File: src/rtl/ram_arbiter_pkg.sv
`default_nettype none
// ============================================================================
//  Module      : ram_arbiter_pkg
//  Description : Shared widths, state encodings and helpers for ram_arbiter.
//  Revision    : 1.0  initial release
// ============================================================================
package ram_arbiter_pkg;

    localparam int   BIT_DATA          = 16;
    localparam int   SZB_RAM           = 8;
    localparam int   RAM_ARB_MAX_BURST = 8;
    localparam logic OFF               = 1'b0;

    typedef enum logic [1:0] {
        RAM_ARB_IDLE = 2'b00,
        RAM_ARB_OWN0 = 2'b01,
        RAM_ARB_OWN1 = 2'b10
    } ram_arb_state_e;

    function automatic ram_arb_state_e own_of(input logic port);
        return port ? RAM_ARB_OWN1 : RAM_ARB_OWN0;
    endfunction

endpackage
`default_nettype wire

File: src/rtl/ram_arb_mux.sv
`default_nettype none
// ============================================================================
//  Module      : ram_arb_mux
//  Description : Drives the shared RAM bus from whichever port has a beat
//                accepted this cycle; idles the bus at zero otherwise.
//  Revision    : 1.0  initial release
// ============================================================================
module ram_arb_mux
    import ram_arbiter_pkg::*;
#(
    parameter int BIT = BIT_DATA,
    parameter int SZB = SZB_RAM
) (
    input  logic           beat0_i,
    input  logic           beat1_i,
    input  logic           we0_i,
    input  logic           we1_i,
    input  logic [SZB-1:0] addr0_i,
    input  logic [SZB-1:0] addr1_i,
    input  logic [BIT-1:0] d0_i,
    input  logic [BIT-1:0] d1_i,
    output logic           ram_we_o,
    output logic [SZB-1:0] ram_addr_o,
    output logic [BIT-1:0] ram_d_o
);

    always_comb begin
        ram_we_o   = OFF;
        ram_addr_o = '0;
        ram_d_o    = '0;
        if (beat0_i) begin
            ram_we_o   = we0_i;
            ram_addr_o = addr0_i;
            ram_d_o    = d0_i;
        end else if (beat1_i) begin
            ram_we_o   = we1_i;
            ram_addr_o = addr1_i;
            ram_d_o    = d1_i;
        end
    end

endmodule
`default_nettype wire

File: src/rtl/ram_arbiter.sv
`default_nettype none
// ============================================================================
//  Module      : ram_arbiter
//  Description : Two-port burst arbiter for the single-port data RAM,
//                round-robin with a burst cap. Define RAM_ARB_FIXED_PRIO_EN
//                to give port 0 absolute priority (cap applies to port 1 only).
//  Revision    : 1.0  initial release
// ============================================================================
module ram_arbiter
    import ram_arbiter_pkg::*;
#(
    parameter int BIT       = BIT_DATA,
    parameter int SZB       = SZB_RAM,
    parameter int MAX_BURST = RAM_ARB_MAX_BURST
) (
    input  logic           clock,
    input  logic           reset,
    input  logic           req0,
    input  logic           we0,
    input  logic [SZB-1:0] addr0,
    input  logic [BIT-1:0] d0,
    output logic           gnt0,
    output logic [BIT-1:0] q0,
    output logic           vld0,
    input  logic           req1,
    input  logic           we1,
    input  logic [SZB-1:0] addr1,
    input  logic [BIT-1:0] d1,
    output logic           gnt1,
    output logic [BIT-1:0] q1,
    output logic           vld1,
    output logic           ram_we,
    output logic [SZB-1:0] ram_addr,
    output logic [BIT-1:0] ram_d,
    input  logic [BIT-1:0] ram_q
);

`ifdef RAM_ARB_FIXED_PRIO_EN
    localparam bit FIXED_PRIO = 1'b1;
`else
    localparam bit FIXED_PRIO = 1'b0;
`endif

    localparam int             CNT_W    = (MAX_BURST > 1) ? $clog2(MAX_BURST) : 1;
    localparam logic [CNT_W-1:0] CNT_LAST = CNT_W'(MAX_BURST - 1);

    ram_arb_state_e   state_q, state_d;
    logic             rr_q, rr_d;
    logic [CNT_W-1:0] cnt_q, cnt_d;
    logic             vld0_q, vld1_q;
    logic             beat0, beat1;
    logic             cap0, cap1;
    logic             win;

    assign gnt0  = (state_q == RAM_ARB_OWN0);
    assign gnt1  = (state_q == RAM_ARB_OWN1);
    assign beat0 = req0 & gnt0;
    assign beat1 = req1 & gnt1;

    // Owner holding req implies a beat this cycle, so the cap only needs the count.
    assign cap0 = !FIXED_PRIO && req1 && (cnt_q == CNT_LAST);
    assign cap1 = req0 && (cnt_q == CNT_LAST);

    always_comb begin
        state_d = state_q;
        rr_d    = rr_q;
        cnt_d   = cnt_q;
        win     = FIXED_PRIO ? 1'b0 : rr_q;
        case (state_q)
            RAM_ARB_IDLE: begin
                cnt_d = '0;
                if (req0 && req1) begin
                    state_d = own_of(win);
                    rr_d    = ~win;
                end else if (req0) begin
                    state_d = RAM_ARB_OWN0;
                    rr_d    = 1'b1;
                end else if (req1) begin
                    state_d = RAM_ARB_OWN1;
                    rr_d    = 1'b0;
                end
            end
            RAM_ARB_OWN0: begin
                if (!req0 || cap0) begin
                    state_d = req1 ? RAM_ARB_OWN1 : RAM_ARB_IDLE;
                    rr_d    = req1 ? 1'b0 : rr_q;
                    cnt_d   = '0;
                end else if (cnt_q != CNT_LAST) begin
                    cnt_d = cnt_q + CNT_W'(1);
                end
            end
            RAM_ARB_OWN1: begin
                if (!req1 || cap1) begin
                    state_d = req0 ? RAM_ARB_OWN0 : RAM_ARB_IDLE;
                    rr_d    = req0 ? 1'b1 : rr_q;
                    cnt_d   = '0;
                end else if (cnt_q != CNT_LAST) begin
                    cnt_d = cnt_q + CNT_W'(1);
                end
            end
            default: begin
                state_d = RAM_ARB_IDLE;
                cnt_d   = '0;
            end
        endcase
    end

    always_ff @(posedge clock or negedge reset) begin
        if (!reset) begin
            state_q <= RAM_ARB_IDLE;
            rr_q    <= 1'b0;
            cnt_q   <= '0;
            vld0_q  <= 1'b0;
            vld1_q  <= 1'b0;
        end else begin
            state_q <= state_d;
            rr_q    <= rr_d;
            cnt_q   <= cnt_d;
            vld0_q  <= beat0 & ~we0;
            vld1_q  <= beat1 & ~we1;
        end
    end

    assign vld0 = vld0_q;
    assign vld1 = vld1_q;
    assign q0   = ram_q;
    assign q1   = ram_q;

    ram_arb_mux #(
        .BIT (BIT),
        .SZB (SZB)
    ) u_mux (
        .beat0_i    (beat0),
        .beat1_i    (beat1),
        .we0_i      (we0),
        .we1_i      (we1),
        .addr0_i    (addr0),
        .addr1_i    (addr1),
        .d0_i       (d0),
        .d1_i       (d1),
        .ram_we_o   (ram_we),
        .ram_addr_o (ram_addr),
        .ram_d_o    (ram_d)
    );

endmodule
`default_nettype wire

File: config.mk
export PLATFORM = sky130hd
export DESIGN_NAME = ram_arbiter
export DESIGN_NICKNAME = d
export VERILOG_FILES = /design/src/rtl/ram_arbiter_pkg.sv /design/src/rtl/ram_arb_mux.sv /design/src/rtl/ram_arbiter.sv
export SDC_FILE = /design/constraint.sdc
export NUM_CORES = 1
export LEC_CHECK = 0
export CORE_ASPECT_RATIO = 0.6
export CORE_MARGIN = 3
export CORE_UTILIZATION = 27
export CTS_CLUSTER_SIZE = 25
export DETAILED_ROUTE_END_ITERATION = 12
export GPL_TIMING_DRIVEN = 0
export PLACE_DENSITY = 0.86
export RECOVER_POWER = 50
export SLEW_MARGIN = 30
export SYNTH_ARGS = -nofsm -noshare
export SYNTH_HDL_FRONTEND = slang
export SYNTH_HIERARCHICAL = 1
export SYNTH_SLANG_ARGS = --single-unit
File: constraint.sdc
create_clock -name clock -period 4.3 [get_ports clock]
set_input_delay 0.43 -clock clock [delete_from_list [all_inputs] [get_ports clock]]
set_output_delay 0.43 -clock clock [all_outputs]
set_load 0.01 [all_outputs]
=== Word-level counts from Yosys, hierarchy flattened ===
Cells that the tools add are included.

* RAM bits: 0
* Bits in read-only memories: 0
* Bits in latches: 0
* Register bits: 8
* Memories: 0

* Divide/modulo/power cells: 0
* Reductions and logical operators: 11
* $add $sub $neg: 1
* Multiplexer cells: 26
* Equality and inequality tests: 8
* Shift operators: 0
* $mul: 0
* $lt $le $gt $ge: 0
* Bitwise gates (word level): 7

{| class="wikitable"
|+ Operators by type and width
! operator !! count
|-
| $mux W16 || 2
|-
| $mux W8 || 2
|-
| $mux W2 || 7
|-
| $mux W1 || 9
|-
| $mux W3 || 3
|-
| $pmux W2 S3 || 1
|-
| $pmux W3 S2 || 1
|-
| $and A1 B1 Y1 || 4
|-
| $ne A2 B1 Y1 const B || 2
|-
| $ne A4 B4 Y1 const B || 1
|-
| $reduce_and A4 Y1 || 1
|-
| $add A3 B1 Y3 const B || 1
|-
| $eq A3 B3 Y1 const B || 1
|-
| $logic_and A1 B1 Y1 || 3
|-
| $ne A3 B3 Y1 const B || 1
|-
| $not A1 Y1 || 3
|-
| $pmux W1 S3 || 1
|-
| $reduce_and A3 Y1 || 1
|-
| $reduce_bool A3 Y1 || 1
|-
| $eq A2 B1 Y1 const B || 1
|-
| $eq A2 B2 Y1 const B || 1
|-
| $logic_not A1 Y1 || 2
|-
| $logic_not A2 Y1 || 1
|-
| $logic_or A1 B1 Y1 || 2
|-
| $ne A2 B2 Y1 const B || 1
|}

=== Longest topological paths before layout ===
Gate-level depths: netlist of the first run.

* Word-level depth: 5
* Mapped depth: 8
* Mapped depth without buffers: 6

=== By module ===
Netlist of the first run, hierarchy kept.

{| class="wikitable"
|+ Modules (own cells, without submodules)
! module !! cells each !! times used !! area each (um2)
|-
| ram_arbiter || 84 || 1 || 704.4
|-
| ram_arb_mux || 35 || 1 || 287.8
|}

=== Worst setup path after synthesis of the first run ===
Ideal clock, no wire load.

* Kind: register -> output
* Start point: register state_q[1]
* End point: output port ram_addr[0]
* Stages on the path, launching flop included: 9
* Arrival time: 1.418 ns
* Slack: 2.452 ns
* Path through: dfrtp_1 -> inv_1 -> ha_1 -> nand2_1 -> inv_1 -> buf_6 -> nor2b_4 -> buf_6 -> a22o_1

{| class="wikitable"
|+ RTL lines
! what !! RTL line !! text
|-
| start, declared || ram_arbiter.sv:47 || <nowiki>ram_arb_state_e state_q, state_d;</nowiki>
|-
| start signal, assigned || ram_arbiter.sv:116 || <nowiki>state_q <= state_d;</nowiki>
|-
| $eq A2 B1 Y1 || ram_arbiter.sv:55 || <nowiki>assign gnt0 = (state_q == RAM_ARB_OWN0);</nowiki>
|-
| via gnt0 || ram_arbiter.sv:22 || <nowiki>output logic gnt0,</nowiki>
|-
| $and A1 B1 Y1 || ram_arbiter.sv:57 || <nowiki>assign beat0 = req0 & gnt0;</nowiki>
|-
| via beat0 || ram_arbiter.sv:51 || <nowiki>logic beat0, beat1;</nowiki>
|-
| $mux W8 || ram_arb_mux.sv:31 || <nowiki>if (beat0_i) begin</nowiki>
|-
| end, declared || ram_arbiter.sv:33 || <nowiki>output logic [SZB-1:0] ram_addr,</nowiki>
|}

The timed path passes the listed nets, and every way through them passes these cells.

=== Worst setup path in the final report of the first run ===
* Start point: input port req0
* End point: output port ram_d[0]

* Longest elaborated chain between the ends: 2

{| class="wikitable"
|+ Ends and longest elaborated chain
! what !! RTL line !! text
|-
| start, declared || ram_arbiter.sv:18 || <nowiki>input logic req0,</nowiki>
|-
| $and A1 B1 Y1 || ram_arbiter.sv:57 ||
|-
| via beat0 || ram_arbiter.sv:51 ||
|-
| $mux W16 || ram_arb_mux.sv:31 ||
|-
| end, declared || ram_arbiter.sv:34 || <nowiki>output logic [BIT-1:0] ram_d,</nowiki>
|}

The timed path passes the listed nets, and every way through them passes these cells.

==> results.toml, run 1 <==
[run_status]
status = "completed"

[final_layout]
antennaDiodeCount = 0
stdcell_area_sq_um = 2231
fillerInstances = 293
syn_to_final_growth_pct = 124.8
drive_gt1_share_pct = 19.92
nNetsFinal = 313

[worst_setup_path]
worstSetupPathType = "input port to primary output"
crit_fanout = 10
cp.required_ns = 3.87
startpoint_type = "input port"
crit_arrival_ns = 2.49
rrSetupSlack_ns = 2.71
end_kind = "primary output"

[die]
die_area_sq_um = 4462
rows = 16
initial_core_util_pct = 29.33
fp.dieH_microns = 52.96
fp.dieW_microns = 84.26
io_pins = 131
core_sq_um = 3383

[detailed_routing]
viasPerCell = 4.527
wl_per_cell_microns = 14.99
ant_nets = 0
drt_first_pass_iters = 4
drt-initial-drc-count = 38
wl_mm = 4.211
vias = 1272
drc = 0

[yosys]
synth_most_common_cell = "buf_4"
avgSynthCellArea_sq_um = 8.338
synth-simple-area-share_pct = 10.72
netlist_area_sq_um = 992.2
synth_top_family_by_area = "buffers and inverters"
ys_warn_count = 6
synth-compound-area-share_pct = 30.64
synthMuxAreaShare_pct = 0
yosys.area.top_type_share_pct = 24.21
postSynthCellCount = 119
ys_async_sr_fraction_pct = 100.0
synth_xor_area_share_pct = 0.8827
synth_edf_count = 0
ys_seq_area_share_pct = 20.18
ys_ff_latch = 8
synth_fa_ha_area_share_pct = 6.305
syn-num-nets = 194
synth_ff_type = "dfrtp_1"
synthTopCellsByArea = "buf_4 24%, dfrtp_1 20%, a22o_1 18%, ha_1 6.3%, nand2_1 4.2%"
yosys-top-cells-count = "32 x buf_4, 20 x a22o_1, 11 x nand2_1"
synth_area_leader_cell = "buf_4"
yosysUniqueCellTypes = 25

[placed_design]
place_area_sq_um = 2190
dpl.hpwl_mm = 3.715
gp_congestion = 0.8333
port_buffers = 114

[clock_tree]
hold_buffers = 0
cts_buffers = 3
cts_max_level = 1
clkLatencyLatePin_ns = 0.22
cts_max_path_buffers = 2
post_cts_buffers = 0
post_cts_resized = 0
cts.clk_slew.worst_paths_ns = 0.04
clock_sinks = 8
cts_root_buffer = "clkbuf_8"
cts_tree = "yes"

[hold_path]
hp-class = "input port to asynchronous set/reset pin"

[grt]
overflow = 0
first_global_vias = 1155
antenna_found_initial = 0
grt.total_usage_pct = 17.23
grt_first_pass_wirelength_mm = 5.968
grt_max_degree = 11

[power_and_ir_drop]
power_density_nw_per_um2 = 305.7
peakVddDrop_mv = 0.2590
p_total_uw = 682.0
p_leak_uw = 0.0009897

[sta]
drv_slew = 0
fin_tns_setup_ns = 0
rsz0062_at_grt = "false"
relSlewSlack_pct = 76.63
setup_viol = 0
fin_skew_ns = 0.0008898
worst_slew_pin_slew_ns = 0.3494
timing.final.hold_violations = 0
fin_crit_sh_pct = 67.80
period_minus_slack_ns = 2.915
fmax_mhz = 343.0

[run]
cap_violations = 0
## area by class of cell
class | count | area [sq um] | share of cell area [%]
buffer | 37 | 284.0 | 12.73
clock buffer | 3 | 41.29 | 1.851
inverter | 7 | 26.28 | 1.178
multi-input combinational | 67 | 481.7 | 21.59
sequential | 8 | 200.2 | 8.974
timing repair buffer | 114 | 1141 | 51.15
tap | 45 | 56.30 | 2.524
## layer usage
| metal | wire, microns | part of all wire, % | up-vias | GRT usage [%] |
|---|---|---|---|---|
| met5 | 0 | 0 | - | 0 |
| met4 | 17 | 0.40 | 0 | 2.406 |
| met3 | 345 | 8.2 | 2 | 5.599 |
| met2 | 2034 | 48 | 58 | 28.01 |
| met1 | 1814 | 43 | 585 | 22.91 |
| li1 | - | - | 627 | - |
## worst max-delay path, stage by stage
cell and delay (ns):
dlygate4sd3_1 0.63, nand2_1 0.16, inv_1 0.06, buf_6 0.14
nor2b_4 0.19, buf_6 0.18, a22o_1 0.14, clkdlybuf4s50_1 0.56
## power breakdown
group | total [uW] | switching (uW) | internal [uW] | leakage, uW
Clock | 86.9 | 26.5 | 60.3 | 0.0000216
Combinational | 484 | 201 | 283 | 0.000861
Sequential | 112 | 17.5 | 94.1 | 0.000107
Total | 682 | 245 | 437 | 0.000990
## sequential cells by signal, indices dropped and copies added (netlist names)
name	count
cnt_q	3
state_q	2
rr_q	1
vld0	1
vld1	1
## logic make-up (layout without fill, tap and decap cells)
family,after synthesis,after routing
buffers and inverters,44,161
AO/OA/AOI/OAI,38,38
AND/OR/NAND/NOR,23,23
flip-flops,8,8
adder cells (fa/ha/maj),5,5
XOR/XNOR,1,1
## cells in the final DEF, fill, tap and decap left out
cell	netlist	final
a21o_1	2	2
a21oi_1	4	4
a22o_1	20	20
a22o_2	3	3
a31oi_1	1	1
a32o_1	2	2
and3_1	2	2
buf_2	2	2
buf_4	32	32
buf_6	3	3
clkbuf_8	0	3
clkdlybuf4s50_1	0	83
dfrtp_1	8	8
dlygate4sd3_1	0	31
ha_1	5	5
inv_1	6	6
inv_2	1	1
nand2_1	11	11
nand2_2	1	1
nand3_1	1	1
nor2_1	6	6
nor2b_4	1	1
nor3_1	1	1
o21ai_0	2	2
o21ai_1	2	2
o221a_2	1	1
o22ai_1	1	1
xnor2_1	1	1
## final timing paths
kind / startpoint / to / depth (start not counted)
min in group clock: cnt_q[0]$_DFF_PN0_ / cnt_q[0]$_DFF_PN0_ / 2
min: reset / cnt_q[2]$_DFF_PN0_ / 1
min reg2reg: cnt_q[0]$_DFF_PN0_ / cnt_q[0]$_DFF_PN0_ / 2
max: req0 / ram_d[0] / 8
max reg2reg: state_q[0]$_DFFE_PN0P_ / state_q[1]$_DFFE_PN0P_ / 5
max in group asynchronous: reset / state_q[0]$_DFFE_PN0P_ / 1
## per-stage QoR
step | hold WS (ns) | setup WS [ns] | instances | utilization [%]
6_report | 0.5488 | 1.385 | 281 | 65.94
5_1_grt | 0.5710 | 1.290 | 281 | 65.94
4_1_cts | 0.4899 | 1.477 | 281 | 65.94
3_5_place_dp | 0.5481 | 1.478 | 278 | 64.72
3_3_place_gp | 0.5322 | 1.541 | 278 | 64.72
2_1_floorplan | 0.1344 | 2.452 | 119 | -
(Power assumes the default switching activity.)
==> run 2: changes to the inputs <==
CORE_UTILIZATION = 25   (was 27)
PLACE_DENSITY = 0.81   (was 0.86)
clock period = 2.8 ns   (was 4.3 ns; I/O delays follow)
==> run 2 against run 1 <==
Against the previous run: clock power grew 53%; clock skew hardly changed; worst hold slack worse by 0.15 ns; highest routed layer is now met3; critical path type is now register to primary output; die area grew 7.3%; critical path depth up 1.
==> results.toml, run 2 (synthesis gave the netlist of run 1 again) <==
[sta]
fin_tns_setup_ns = 0
rsz0062_at_grt = "false"
relSlewSlack_pct = 76.10
period_minus_slack_ns = 2.565
worst_slew_pin_slew_ns = 0.3574
drv_slew = 0
fin_skew_ns = 0.001118
setup_viol = 0
timing.final.hold_violations = 0
fin_crit_sh_pct = 91.62
fmax_mhz = 389.8

[worst_setup_path]
crit_fanout = 10
cp.required_ns = 2.52
worstSetupPathType = "register to primary output"
crit_arrival_ns = 2.29
startpoint_type = "register"
end_kind = "primary output"

[clock_tree]
post_cts_resized = 0
cts_buffers = 3
cts_tree = "yes"
clock_sinks = 8
clkLatencyLatePin_ns = 0.22
hold_buffers = 0
post_cts_buffers = 0
cts.clk_slew.worst_paths_ns = 0.04
cts_root_buffer = "clkbuf_8"
cts_max_path_buffers = 2
cts_max_level = 1

[final_layout]
syn_to_final_growth_pct = 125.1
layout.cells.most_common_list = "85 x clkdlybuf4s50_1, 32 x buf_4, 29 x dlygate4sd3_1, 20 x a22o_1, 11 x nand2_1"
final_common_cell = "clkdlybuf4s50_1"
nNetsFinal = 313
top_regs = "cnt_q x3, state_q x2"
stdcell_area_sq_um = 2233
drive_gt1_share_pct = 19.92
regMostFlops = "cnt_q"
antennaDiodeCount = 0
largest_reg_flops = 3

[grt]
grt_first_pass_wirelength_mm = 5.147
grt_max_degree = 11
first_global_vias = 1061
antenna_found_initial = 0
grt.total_usage_pct = 14.06
overflow = 0

[placed_design]
port_buffers = 114
place_area_sq_um = 2192
dpl.hpwl_mm = 3.512
gp_congestion = 0.7910

[detailed_routing]
viasPerCell = 4.314
drt_first_pass_iters = 4
vias = 1221
drc = 0
ant_nets = 0
drt-initial-drc-count = 20
wl_mm = 3.886
wl_per_cell_microns = 13.73

[power_and_ir_drop]
p_leak_uw = 0.0009891
power_density_nw_per_um2 = 464.2
peakVddDrop_mv = 0.3804

[die]
die_area_sq_um = 4786
initial_core_util_pct = 26.50
core_sq_um = 3744
fp.dieH_microns = 54.80
io_pins = 131
rows = 17
fp.dieW_microns = 87.33

[run]
cap_violations = 0

[hold_path]
hp-class = "input port to asynchronous set/reset pin"

[run_status]
status = "completed"
[run 2: cell types whose count changed in the layout (fill, tap and decap cells not counted), sizes merged]
cell and change:
dlygate4sd3 -2, clkdlybuf4s50 +2
[run 2: layout make-up]
type / instances / area [sq um]
multi-input combinational: 67 / 481.7
fill: 339 / 1510
tap: 47 / 58.81
buffer: 37 / 284.0
clock buffer: 3 / 41.29
timing repair buffer: 114 / 1141
sequential: 8 / 200.2
inverter: 7 / 26.28
[run 2: stage by stage]
step                      total power, uW  util [%]  worst slack, ns  hold slack, ns  std cells
after floorplan                     554.5         -            1.102        -0.01559        119
after global placement              907.7     58.56           0.3309          0.5344        280
after detailed placement            917.7     58.56           0.2983          0.5485        280
after CTS                            1055     59.66           0.2177          0.3466        283
after global routing                 1112     59.66           0.1014          0.4247        283
final                                1037     59.66           0.2348          0.4024        283
[run 2: worst max-delay path: stages (launching register included)]
cell and delay [ns]:
dfrtp_1 0.38, inv_1 0.08, ha_1 0.21, nand2_1 0.14
inv_1 0.07, buf_6 0.14, nor2b_4 0.18, buf_6 0.16
a22o_1 0.13, clkdlybuf4s50_1 0.56
[run 2: final timing paths]
path,cells past startpoint,startpoint,end,slack (ns)
min,1,reset,rr_q$_DFFE_PN0P_,0.40
max in group asynchronous,1,reset,vld1$_DFF_PN0_,2.14
min reg2reg,1,state_q[1]$_DFFE_PN0P_,state_q[1]$_DFFE_PN0P_,0.56
min in group clock,1,state_q[1]$_DFFE_PN0P_,state_q[1]$_DFFE_PN0P_,0.56
max reg2reg,5,state_q[0]$_DFFE_PN0P_,state_q[1]$_DFFE_PN0P_,1.22
max,9,state_q[1]$_DFFE_PN0P_,ram_addr[4],0.23
[run 2: routing by layer]
layer	global-route usage, %	vias to the layer above	wire length [microns]	share of wire [%]
met5	0	-	0	0
met4	1.531	0	0	0
met3	4.812	0	333	8.6
met2	22.00	46	1877	48
met1	19.36	546	1675	43
li1	-	629	-	-
[run 2: where the power goes]
group	switching (uW)	internal (uW)	leakage (uW)
combinational	300	434	0.000861
clock	40.6	92.7	0.0000216
sequential	25.4	145	0.000107
total	366	671	0.000989
==> run 3: changes to the inputs <==
ABC_AREA = 1   (was not set)
CORE_ASPECT_RATIO = 1.25   (was 0.6)
CORE_UTILIZATION = 29   (was 25)
PLACE_DENSITY = 0.82   (was 0.81)
==> run 3 against run 2 <==
Against the previous run: utilization increased by 3.7 points; global-route usage increased by 4.1 points; cell count increased by 27%; clock power increased by 11%; non-clock buffer count increased by 3; clock skew increased by 0.0031 ns; critical path depth unchanged; critical endpoint is now ram_addr[5]; largest power group unchanged.
==> results.toml, run 3 <==
[power_and_ir_drop]
power_density_nw_per_um2 = 479.6
peakVddDrop_mv = 0.4014
p_total_uw = 1188
p_leak_uw = 0.001189

[placed_design]
port_buffers = 114
place_area_sq_um = 2435
gp_congestion = 0.8639
dpl.hpwl_mm = 3.968
placedCellCount = 355

[sta]
timing.final.hold_violations = 0
rsz0062_at_grt = "false"
worst_slew_pin_slew_ns = 0.3741
fin_tns_setup_ns = 0
drv_slew = 0
fin_crit_sh_pct = 91.25
setup_viol = 0
period_minus_slack_ns = 2.555
fmax_mhz = 391.4
fin_skew_ns = 0.004191
relSlewSlack_pct = 74.98

[die]
core_sq_um = 3910
rows = 25
initial_core_util_pct = 31.36
fp.dieW_microns = 64.16
die_area_sq_um = 5049
fp.dieH_microns = 78.70
io_pins = 131

[clock_tree]
clock_sinks = 8
cts_max_path_buffers = 2
cts_tree = "yes"
clkLatencyLatePin_ns = 0.24
cts_buffers = 3
hold_buffers = 0
cts.clk_slew.worst_paths_ns = 0.04
cts_root_buffer = "clkbuf_8"
cts_max_level = 1
post_cts_buffers = 0
post_cts_resized = 0

[yosys]
ys_seq_area_share_pct = 16.33
ys_ff_latch = 8
postSynthCellCount = 187
yosys.area.top_type_share_pct = 22.04
yosysUniqueCellTypes = 20
synth_edf_count = 0
synthTopCellsByArea = "buf_4 22%, nand2_1 21%, dfrtp_1 16%, nand3_1 9.0%, nand3_2 9.0%"
syn-num-nets = 262
avgSynthCellArea_sq_um = 6.557
ys_async_sr_fraction_pct = 100.0
ys_warn_count = 6
synth_most_common_cell = "nand2_1"
synth_area_leader_cell = "buf_4"
yosys-top-cells-count = "69 x nand2_1, 36 x buf_4, 22 x nand3_1"
netlist_area_sq_um = 1226
synth_ff_type = "dfrtp_1"

[run]
cap_violations = 0

[final_layout]
antennaDiodeCount = 0
top_regs = "cnt_q x3, state_q x2"
largest_reg_flops = 3
layout.cells.most_common_list = "85 x clkdlybuf4s50_1, 69 x nand2_1, 36 x buf_4, 29 x dlygate4sd3_1, 22 x nand3_1"
finalNonFillerCells = 358
nNetsFinal = 381
regMostFlops = "cnt_q"
final_util_pct = 63.33
final_common_cell = "clkdlybuf4s50_1"
syn_to_final_growth_pct = 101.9
drive_gt1_share_pct = 20.39
stdcell_area_sq_um = 2476

[run_status]
status = "completed"

[detailed_routing]
drt_first_pass_iters = 4
drt-initial-drc-count = 68
viasPerCell = 4.360
ant_nets = 0
wl_per_cell_microns = 12.97
drc = 0
wl_mm = 4.642
vias = 1561

[worst_setup_path]
critPathTopFamily = "buffers and inverters"
rr_worst_depth = 9
crit_cells = 9
cpPeakStageDelay_ns = 0.56
worstSetupPathType = "register to primary output"
cp.required_ns = 2.52
path_buf_inv = 5
cp_slowest_cell = "clkdlybuf4s50_1"
startpoint_type = "register"
end_kind = "primary output"
crit_fanout = 10
crit_arrival_ns = 2.28
crit_chain = "inv_1, ha_1, nand2_1, inv_2, buf_4, buf_4, nand3_1, nand2_1, clkdlybuf4s50_1"

[grt]
grt.total_usage_pct = 18.13
antenna_found_initial = 0
grt_first_pass_wirelength_mm = 7.314
grt_max_degree = 11
first_global_vias = 1456
overflow = 0

[hold_path]
hp-class = "input port to asynchronous set/reset pin"
-- run 3: cell count changes in the layout (fill, tap and decap cells not counted), moves of 3 or more --
cell / delta
nand3_2: +11
nand2_1: +58
a22o_2: -3
nand3_1: +21
nand2_2: +3
a22o_1: -20
inv_1: +4
buf_4: +4
-- run 3: per-stage QoR --
step,setup slack (ns),hold slack [ns]
finish,0.2450,0.3926
global route,0.09762,0.4129
CTS,0.2860,0.3252
detailed placement,0.4298,0.5324
global placement,0.4309,0.5241
floorplan,1.184,-0.01559
-- run 3: where the power goes --
group	switching, uW	internal, uW	leakage (uW)
logic	412	457	0.00106
clock network	53.0	93.8	0.0000216
registers	27.2	145	0.000107
total	492	696	0.00119
-- run 3: area by class of cell --
type	count	area, sq um
inverter	13	56.30
fill	348	1434
tap	54	67.56
timing repair buffer	114	1141
multi-input combinational	126	641.9
clock buffer	3	41.29
sequential	8	200.2
buffer	40	327.8
-- run 3: metal layers --
metal | routed length (microns) | track usage, % | share of wire, %
met5 | 0 | 0 | 0
met4 | 69 | 6.342 | 1.5
met3 | 450 | 4.809 | 9.7
met2 | 2384 | 34.44 | 51
met1 | 1737 | 18.83 | 37
-- run 3: cells by family after synthesis --
logic type	count (synthesis)	share of synthesized area (%)
AND/OR/NAND/NOR	115	44.18
buffers and inverters	53	31.33
flip-flops	8	16.33
AO/OA/AOI/OAI	5	2.346
XOR/XNOR	1	0.7144
adder cells (fa/ha/maj)	5	5.102
-- run 3: final timing paths --
check	start	end	slack [ns]
max in group asynchronous	reset	cnt_q[1]$_DFF_PN0_	2.14
worst max register to register	state_q[0]$_DFFE_PN0P_	state_q[1]$_DFFE_PN0P_	1.37
worst min-delay path	reset	state_q[1]$_DFFE_PN0P_	0.39
worst max-delay path	state_q[0]$_DFFE_PN0P_	ram_addr[5]	0.24
min in group clock	rr_q$_DFFE_PN0P_	rr_q$_DFFE_PN0P_	0.54
worst min register to register	rr_q$_DFFE_PN0P_	rr_q$_DFFE_PN0P_	0.54
